--- src/rtl/vu_peak_meter.sv ---
// vu_peak_meter: peak-level meter with attack / hold / decay, registered LED
// bar and clip indicator. The sample-rate tick is edge-detected on clk_in.
// Optional build macro VU_DOT_MODE_EN: when defined the bar shows a single lit
// segment (the highest one above threshold) instead of a thermometer code.
//
// State is visible on state_dbg: 0 = IDLE, 1 = HOLD, 2 = DECAY.
// The inputs have no valid/ready handshake. A sample is consumed on the single
// clk_in cycle where tick_in is high and was low on the previous cycle.
module vu_peak_meter #(
  parameter int DATA_W      = 12,
  parameter int LED_NO      = 8,
  parameter int HOLD_TICKS  = 4800,
  parameter int DECAY_TICKS = 960
) (
  input  logic              clk_in,
  input  logic              rst,
  input  logic              tick_in,
  input  logic [DATA_W-1:0] sample_in,
  output logic [DATA_W-2:0] level_out,
  output logic [LED_NO-1:0] led_bar,
  output logic              clip_out,
  output logic [1:0]        state_dbg
);

  localparam int LW   = DATA_W - 1;
  localparam int HW   = $clog2(HOLD_TICKS + 1);
  localparam int DW   = (DECAY_TICKS > 1) ? $clog2(DECAY_TICKS) : 1;
  localparam int STEP = (1 << (DATA_W - 1)) / LED_NO;

  localparam logic [HW-1:0] HOLD_INIT = HW'(HOLD_TICKS);
  localparam logic [DW-1:0] DECAY_END = DW'(DECAY_TICKS - 1);

  typedef enum logic [1:0] {
    ST_IDLE  = 2'd0,
    ST_HOLD  = 2'd1,
    ST_DECAY = 2'd2
  } state_t;

  state_t          r_state;
  state_t          w_state_nxt;
  logic            r_tick_d;
  logic [LW-1:0]   r_level;
  logic [LW-1:0]   w_level_nxt;
  logic [HW-1:0]   r_hold_cnt;
  logic [HW-1:0]   w_hold_nxt;
  logic [DW-1:0]   r_decay_cnt;
  logic [DW-1:0]   w_decay_nxt;
  logic            r_clip;
  logic            w_clip_nxt;
  logic [HW-1:0]   r_clip_cnt;
  logic [HW-1:0]   w_clip_cnt_nxt;
  logic [LED_NO-1:0] r_led;
  logic [LED_NO-1:0] w_thermo;
  logic [LED_NO-1:0] w_led_nxt;

  logic              w_tick_rise;
  logic [DATA_W-1:0] w_abs;
  logic [LW-1:0]     w_mag;
  logic              w_full;
  logic              w_attack;
  logic [LW-1:0]     w_dec_step;
  logic [LW-1:0]     w_level_dec;

  assign w_tick_rise = tick_in & ~r_tick_d;

  // Absolute value; only the most negative code overflows into the top bit,
  // and that case saturates to the largest positive magnitude.
  assign w_abs  = sample_in[DATA_W-1] ? (~sample_in + 1'b1) : sample_in;
  assign w_mag  = w_abs[DATA_W-1] ? {LW{1'b1}} : w_abs[LW-1:0];
  assign w_full = (sample_in == {1'b0, {LW{1'b1}}}) ||
                  (sample_in == {1'b1, {LW{1'b0}}});

  assign w_attack    = (w_mag >= r_level);
  assign w_dec_step  = ((r_level >> 3) == '0) ? LW'(1) : (r_level >> 3);
  assign w_level_dec = (r_level > w_dec_step) ? (r_level - w_dec_step) : '0;

  // Peak FSM next-state: attack wins in every state, otherwise hold countdown
  // or periodic proportional decay, all gated by the tick strobe.
  always_comb begin
    w_state_nxt = r_state;
    w_level_nxt = r_level;
    w_hold_nxt  = r_hold_cnt;
    w_decay_nxt = r_decay_cnt;
    if (w_tick_rise) begin
      if (w_attack) begin
        // A zero sample at zero level is an attack that changes nothing.
        if (w_mag != '0) begin
          w_level_nxt = w_mag;
          w_hold_nxt  = HOLD_INIT;
          w_state_nxt = ST_HOLD;
          w_decay_nxt = '0;
        end
      end else begin
        case (r_state)
          ST_HOLD: begin
            if (r_hold_cnt != '0) begin
              w_hold_nxt = r_hold_cnt - 1'b1;
            end
            if (r_hold_cnt <= HW'(1)) begin
              w_state_nxt = ST_DECAY;
              w_decay_nxt = '0;
            end
          end
          ST_DECAY: begin
            if (r_decay_cnt >= DECAY_END) begin
              w_decay_nxt = '0;
              w_level_nxt = w_level_dec;
              if (w_level_dec == '0) begin
                w_state_nxt = ST_IDLE;
              end
            end else begin
              w_decay_nxt = r_decay_cnt + 1'b1;
            end
          end
          default: begin
          end
        endcase
      end
    end
  end

  // Clip indicator: full-scale sample (re)loads the countdown, each other
  // tick counts it down and the flag drops when it hits zero.
  always_comb begin
    w_clip_nxt     = r_clip;
    w_clip_cnt_nxt = r_clip_cnt;
    if (w_tick_rise) begin
      if (w_full) begin
        w_clip_nxt     = 1'b1;
        w_clip_cnt_nxt = HOLD_INIT;
      end else if (r_clip_cnt != '0) begin
        w_clip_cnt_nxt = r_clip_cnt - 1'b1;
        if (r_clip_cnt == HW'(1)) begin
          w_clip_nxt = 1'b0;
        end
      end
    end
  end

  // Bar decode from the registered level; segment i lights when level > i*STEP.
  always_comb begin
    w_thermo = '0;
    for (int i = 0; i < LED_NO; i++) begin
      w_thermo[i] = (r_level > LW'(i * STEP));
    end
`ifdef VU_DOT_MODE_EN
    // Thermometer code is contiguous from bit 0, so its top bit is the dot.
    w_led_nxt = w_thermo & ~(w_thermo >> 1);
`else
    w_led_nxt = w_thermo;
`endif
  end

  // State and output registers; reset overrides everything.
  always_ff @(posedge clk_in) begin
    if (rst) begin
      r_tick_d    <= 1'b1;
      r_state     <= ST_IDLE;
      r_level     <= '0;
      r_hold_cnt  <= '0;
      r_decay_cnt <= '0;
      r_clip      <= 1'b0;
      r_clip_cnt  <= '0;
      r_led       <= '0;
    end else begin
      r_tick_d    <= tick_in;
      r_state     <= w_state_nxt;
      r_level     <= w_level_nxt;
      r_hold_cnt  <= w_hold_nxt;
      r_decay_cnt <= w_decay_nxt;
      r_clip      <= w_clip_nxt;
      r_clip_cnt  <= w_clip_cnt_nxt;
      r_led       <= w_led_nxt;
    end
  end

  assign level_out = r_level;
  assign led_bar   = r_led;
  assign clip_out  = r_clip;
  assign state_dbg = r_state;

endmodule

--- config.mk ---
export PLATFORM = sky130hd
export DESIGN_NAME = vu_peak_meter
export DESIGN_NICKNAME = d
export VERILOG_FILES = /design/src/rtl/vu_peak_meter.sv
export SDC_FILE = /design/constraint.sdc
export NUM_CORES = 1
export LEC_CHECK = 0
export CAP_MARGIN = 20
export CORE_MARGIN = 2
export CORE_UTILIZATION = 53
export DETAILED_ROUTE_END_ITERATION = 6
export PLACE_DENSITY = 0.77
export SLEW_MARGIN = 20
export SYNTH_ARGS = -nofsm -noshare
export SYNTH_HDL_FRONTEND = slang
export SYNTH_SLANG_ARGS = --single-unit
--- constraint.sdc ---
create_clock -name clk_in -period 4.5 [get_ports clk_in]
set_clock_uncertainty 0.05 [all_clocks]
set_input_delay 0.9 -clock clk_in [delete_from_list [all_inputs] [get_ports clk_in]]
set_output_delay 0.9 -clock clk_in [all_outputs]
set_load 0.01 [all_outputs]
==> impl_metrics.toml, run 1 <==
[synth]
avgSynthCellArea_um2 = 7.96
synthTopCellsByArea = "dfxtp_1, ha_1, a21oi_1"
synth_cell_type_count = 68
ys_seq_elements = 59
yosys_warnings = 0
synth_top_area_share_pct = 27.8
synth_seq_area_share_pct = 27.8
synth-edff-count = 0
synthesis.area_um2 = 4250
syn_inst = 534
ys_async_sr_fraction_pct = 0
ys.flop_type = "dfxtp_1"
yosysTopAreaCell = "dfxtp_1"
syn-num-nets = 575

[placed_design]
io_buffers = 36
dp_hpwl_um = 8030
gp_congestion = 0.906
place_area_um2 = 5010

[cells_and_area]
fin_area_um2 = 5430
antenna_cells = 0
layout.nets = 656
seq_area_um2 = 1180
drive_gt1_share_pct = 20.3
multi_input_area_um2 = 2890
nFillCells = 621
syn2layout_area_growth_pct = 27.8

[timing]
hold_violations = 0
setup_viol = 0
slew_headroom_pct = 53.0
post-route-period-util_pct = 96.7
slew_violations = 0
fmax_mhz = 230
grt_setup_unrepaired = "yes"
fin_crit_ps = 4350
tightest_slew_ps = 704

[grt]
grt_start_max_net_pins = 40
grt_antenna_before_repair = 0
grt_usage_pct = 25.0
grt_overflow = 0
grt_pass1_vias = 3925
grt_pass1_wl_um = 17700

[pwr]
power_frac_comb_pct = 39.9
intPower_mw = 1.25
finalPower_mw = 1.99
p_clk_share_pct = 27.9
peakVddDrop_mv = 0.290
p_per_area_nw_per_um2 = 367
switching_share_pct = 37.4
power.switching_mw = 0.747
leakagePower_nw = 2.15
power_frac_seq_pct = 32.2

[setup_path]
cp-end-kind = "flop"
critical_path.max_stage_delay_ps = 680
crit_type = "input port to flop"
ff2ff_path_depth = 12
crit_top_cell = "o211ai_1"
endpoint = "level_out[5]"
critPathSlowestCell = "or4b_2"
worstPathArrival_ps = 4550
path_cells = "clkdlybuf4s50_1 > buf_4 > or4_4 > o211ai_1 > and2_4 > ha_1 > a21o_1 > a21oi_1 > o211ai_1 > or2_4 > or4b_2 > a311oi_1"
r2r_setup_slack_ps = 800
critPathRequiredTime_ps = 4700
cp_max_fo = 8
cp-start-kind = "input port"
reg2reg_from = "level_out[6]"
cp-startpoint = "sample_in[6]"
r2r_end = "state_dbg[1]"

[route]
drt_pass1_iterations = 5
dr_total_vias = 4434
wl_um = 11200
post-route-drc-count = 0
wl_per_cell_um = 15.5
postRouteAntennaNets = 0
vias_per_cell = 6.14
drt_iter0_drc = 327

[cts]
cts.reportedPaths.clkPinSlew_ps = 70
cts_sinks = 59
cts_tree = "built"
cts_max_path_buffers = 2
root_buffer = "clkbuf_8"
cts_buffers = 9
htreeDepth = 3
holdBufCountCts = 0
clkLatencyLatePin_ps = 350

[outcome]
outcome = "finished clean"

[floorplanning]
start_util_pct = 54.7
rows = 32
io_pins = 37
placeableCoreArea_um2 = 7770
dieArea_um2 = 8750
die_h_um = 93.5
fp.dieW_um = 93.5

[run]
cap_violations = 0

[worst_hold_path]
hold_path.class = "flop to flop"
whs_path_depth = 2
## placed cells by master, fill, tap and decap left out, types with 10 or more instances in the layout
| cell | count |
|---|---|
| clkdlybuf4s50_1 | 32 |
| o21ai_0 | 26 |
| nor2_1 | 45 |
| nand2_1 | 30 |
| dfxtp_1 | 59 |
| and3_1 | 12 |
| buf_4 | 60 |
| nand3_1 | 10 |
| xnor2_1 | 13 |
| nor3_1 | 18 |
| ha_1 | 23 |
| inv_1 | 33 |
| a211oi_1 | 10 |
| a21oi_1 | 36 |
## critical path: cells and delay by family
family          cells  cell delay [ps]
compound gates      5             1050
simple gates        4             1740
fa+ha+maj           1              230
buf+inv             2              620
## kinds of logic (layout without fill, tap and decap cells)
family,count (synthesis),count (layout),synth area share [%]
AO/OA/AOI/OAI,164,165,27.1
XOR/XNOR,19,19,3.92
adder cells (fa/ha/maj),26,26,7.83
buffers and inverters,65,150,7.04
flip-flops,59,59,27.8
multiplexers,2,2,0.471
AND/OR/NAND/NOR,199,199,25.9
## metrics by stage
| stage | std cells | util, % | hold WS, ps | setup TNS [ps] | setup WS (ps) |
|---|---|---|---|---|---|
| final | 722 | 69.9 | 438 | 0 | 149 |
| after global routing | 722 | 69.9 | 489 | -161 | -66.6 |
| after detailed placement | 699 | 64.5 | 422 | -7770 | -396 |
| after global placement | 699 | 64.5 | 411 | -5620 | -317 |
| after CTS | 715 | 67.6 | 432 | 0 | 17.3 |
| after floorplan | 534 | - | 403 | 0 | 48.7 |
## Yosys cell counts (all sizes together) (5+ instances only)
master,count
dfxtp,59
or4,12
o31ai,9
o211ai,8
nand2,30
or2,8
a211oi,10
nor2,46
o21ai,27
buf,7
a311oi,7
a21oi,38
ha,25
clkbuf,23
nor4,8
or3,16
and3,12
nand3,10
o21a,6
nand4,7
nor3,18
xnor2,13
nor2b,5
xor2,6
nand2b,7
a31oi,9
o31a,6
inv,34
## routing by layer
metal / global-route usage [%] / share of wire [%]
met1: 31.8 / 45
met2: 42.2 / 48
met3: 5.72 / 5.5
met4: 7.61 / 1.5
met5: 0 / 0
## state kept, by name, summed over array words and instances (netlist names)
| name | cells |
|---|---|
| r_decay_cnt | 10 |
| r_tick_d | 1 |
| clip_out | 1 |
| level_out | 11 |
| led_bar | 8 |
| state_dbg | 2 |
| r_hold_cnt | 13 |
| r_clip_cnt | 13 |
## area by class of cell
cell class,instances,area share [%]
Clock buffer,9,2.28
Clock inverter,7,1.84
Inverter,35,2.42
Multi-Input combinational cell,411,53.2
Sequential cell,59,21.7
Tap cell,102,2.35
Timing Repair Buffer,99,16.1
## what timing repair did
item                                    in CTS  in global routing
endpoints found under the setup margin       5                 29
endpoints found under the hold margin        0                  0
buffers inserted                             0                  5
gates resized for setup                      3                 27
pin swaps                                    1                  9
gates cloned                                 0                  2
## how the worst min path moves through the flow
stage                      to      startpoint  slack (ps)
2_1_floorplan  r_hold_cnt[11]  r_hold_cnt[11]         400
3_3_place_gp   r_clip_cnt[12]  r_clip_cnt[12]         410
3_5_place_dp    r_hold_cnt[3]   r_hold_cnt[3]         420
4_1_cts         r_hold_cnt[3]   r_hold_cnt[3]         430
5_1_grt        r_clip_cnt[12]  r_clip_cnt[12]         490
6_report        r_hold_cnt[3]   r_hold_cnt[3]         440
## power groups by stage
| stage | clock network, mW | registers [mW] | logic (mW) |
|---|---|---|---|
| after floorplan | 0 | 0.639 | 0.557 |
| after global placement | 0 | 0.648 | 0.734 |
| after detailed placement | 0 | 0.651 | 0.750 |
| after CTS | 0.560 | 0.639 | 0.763 |
| after global routing | 0.586 | 0.650 | 0.885 |
| final | 0.556 | 0.641 | 0.796 |
No activity file was read; power rests on OpenSTA's default activity.
==> inputs of run 2 (changes only) <==
CORE_ASPECT_RATIO = 1.1   (was not set)
REMOVE_ABC_BUFFERS = 1   (was not set)
==> run 2 against run 1 <==
Net effect: die area barely moved; sequential share of layout area hardly changed; fmax down 1.3%; register-to-register slack is essentially flat; final area grew 0.18%; largest power group unchanged.
==> impl_metrics.toml, run 2 (synthesis results as in run 1) <==
[setup_path]
cp_max_fo = 14
r2r_end = "state_dbg[1]"
path_cells = "clkdlybuf4s50_1 > or4_4 > or3_4 > o221a_4 > ha_4 > o2111ai_4 > a2111oi_4 > buf_4 > o31a_1 > o31ai_4 > buf_12 > or4_2 > a21oi_1"
critical_path.max_stage_delay_ps = 610
crit_type = "input port to flop"
reg2reg_from = "level_out[6]"
worstPathArrival_ps = 4630
critPathRequiredTime_ps = 4720
cp-end-kind = "flop"
r2r_setup_slack_ps = 810
cp-start-kind = "input port"
critPathSlowestCell = "or4_2"
ff2ff_path_depth = 12

[route]
wl_per_cell_um = 16.6
post-route-drc-count = 0
drt_iter0_drc = 259
dr_total_vias = 4545
drt_pass1_iterations = 6
vias_per_cell = 6.27
postRouteAntennaNets = 0
wl_um = 12100

[grt]
grt_start_max_net_pins = 40
grt_overflow = 0
grt_pass1_wl_um = 19000
grt_antenna_before_repair = 0
grt_pass1_vias = 4309
grt_usage_pct = 26.9

[floorplanning]
fp.dieW_um = 89.4
rows = 34
start_util_pct = 54.3
io_pins = 37
placeableCoreArea_um2 = 7830
dieArea_um2 = 8750
die_h_um = 97.9

[placed_design]
gp_congestion = 0.942
dp_hpwl_um = 8430
io_buffers = 36

[cts]
cts_buffers = 9
cts.reportedPaths.clkPinSlew_ps = 70
root_buffer = "clkbuf_8"
cts_tree = "built"
cts_sinks = 59
clkLatencyLatePin_ps = 340
cts_max_path_buffers = 2
htreeDepth = 3

[cells_and_area]
nFillCells = 647
drive_gt1_share_pct = 20.1
post-route-util_pct = 69.5
layout.nets = 653
layout_common_cells = "dfxtp_1, buf_4, nor2_1"
syn2layout_area_growth_pct = 28.1
antenna_cells = 0

[worst_hold_path]
holdPathEnd = "clip_out"
hold_path.class = "flop to flop"
hold_start = "clip_out"
whs_path_depth = 2

[timing]
hold_violations = 0
tightest_slew_ps = 599
slew_headroom_pct = 59.8
fin_crit_ps = 4410
setup_viol = 0
fmax_mhz = 227
slew_violations = 0
post-route-period-util_pct = 98.0
setup_tns_ps = 0

[pwr]
power.switching_mw = 0.741
power_frac_seq_pct = 32.0
intPower_mw = 1.26
peakVddDrop_mv = 0.231
power_frac_comb_pct = 40.4
p_per_area_nw_per_um2 = 368
switching_share_pct = 37.1
p_clk_share_pct = 27.6
leakagePower_nw = 2.15

[run]
cap_violations = 0

[outcome]
outcome = "finished clean"
run 2: final cells by class:
cell class	instances	area (um2)	area share, %
multi-input combinational	411	2930	53.8
sequential	59	1180	21.7
timing repair buffer	96	838	15.4
clock buffer	10	138	2.53
tap	108	135	2.48
inverter	35	131	2.41
clock inverter	6	88.8	1.63
run 2: worst max-delay path by stage:
stage                      to  cells past startpoint         start  slack, ps
4_1_cts         r_hold_cnt[7]                     15  sample_in[0]          9
6_report        r_hold_cnt[5]                     13  sample_in[5]         90
5_1_grt          level_out[8]                     16  sample_in[5]        -60
3_3_place_gp     level_out[5]                     13  sample_in[7]       -290
2_1_floorplan  r_hold_cnt[12]                     11  sample_in[3]       -630
3_5_place_dp    r_hold_cnt[7]                     15  sample_in[0]       -500
run 2: stage by stage:
step                instances  hold WS (ps)  area (um2)  setup WS [ps]  power, mW
floorplan                 504           398        4080           -632       1.18
global placement          707           413        5030           -289       1.38
detailed placement        707           426        5030           -495       1.41
CTS                       723           436        5270           8.55       1.97
global route              725           456        5440          -62.0       2.13
finish                    725           436        5440           91.2       2.00
run 2: critical path, delay by kind of cell:
kind | cells | cell delay (ps)
buffers and inverters | 3 | 800
and+or+nand+nor | 3 | 1520
adders and majority gates | 1 | 280
AOI/OAI and AO/OA | 6 | 1120
run 2: timing repair:
| item | 4_1_cts | 5_1_grt |
|---|---|---|
| hold endpoints to repair | 0 | 0 |
| hold buffers | 0 | 0 |
| setup endpoints to repair | 17 | 33 |
| cloned | 0 | 1 |
| pin swaps | 1 | 9 |
| resized for setup | 4 | 30 |
| setup buffers | 0 | 1 |
run 2: power groups by stage:
stage / combinational, mW / clock (mW) / sequential (mW)
floorplan: 0.533 / 0 / 0.643
global placement: 0.737 / 0 / 0.646
detailed placement: 0.761 / 0 / 0.650
CTS: 0.774 / 0.560 / 0.639
global route: 0.900 / 0.576 / 0.650
finish: 0.808 / 0.552 / 0.640
run 2: layer usage:
| metal | vias up | global-route usage, % | share of wire [%] |
|---|---|---|---|
| met2 | 169 | 45.9 | 51 |
| met3 | 40 | 5.24 | 4.5 |
| met4 | 0 | 9.76 | 2.5 |
| met1 | 2159 | 33.0 | 42 |
| li1 | 2177 | - | - |
| met5 | - | 0 | 0 |
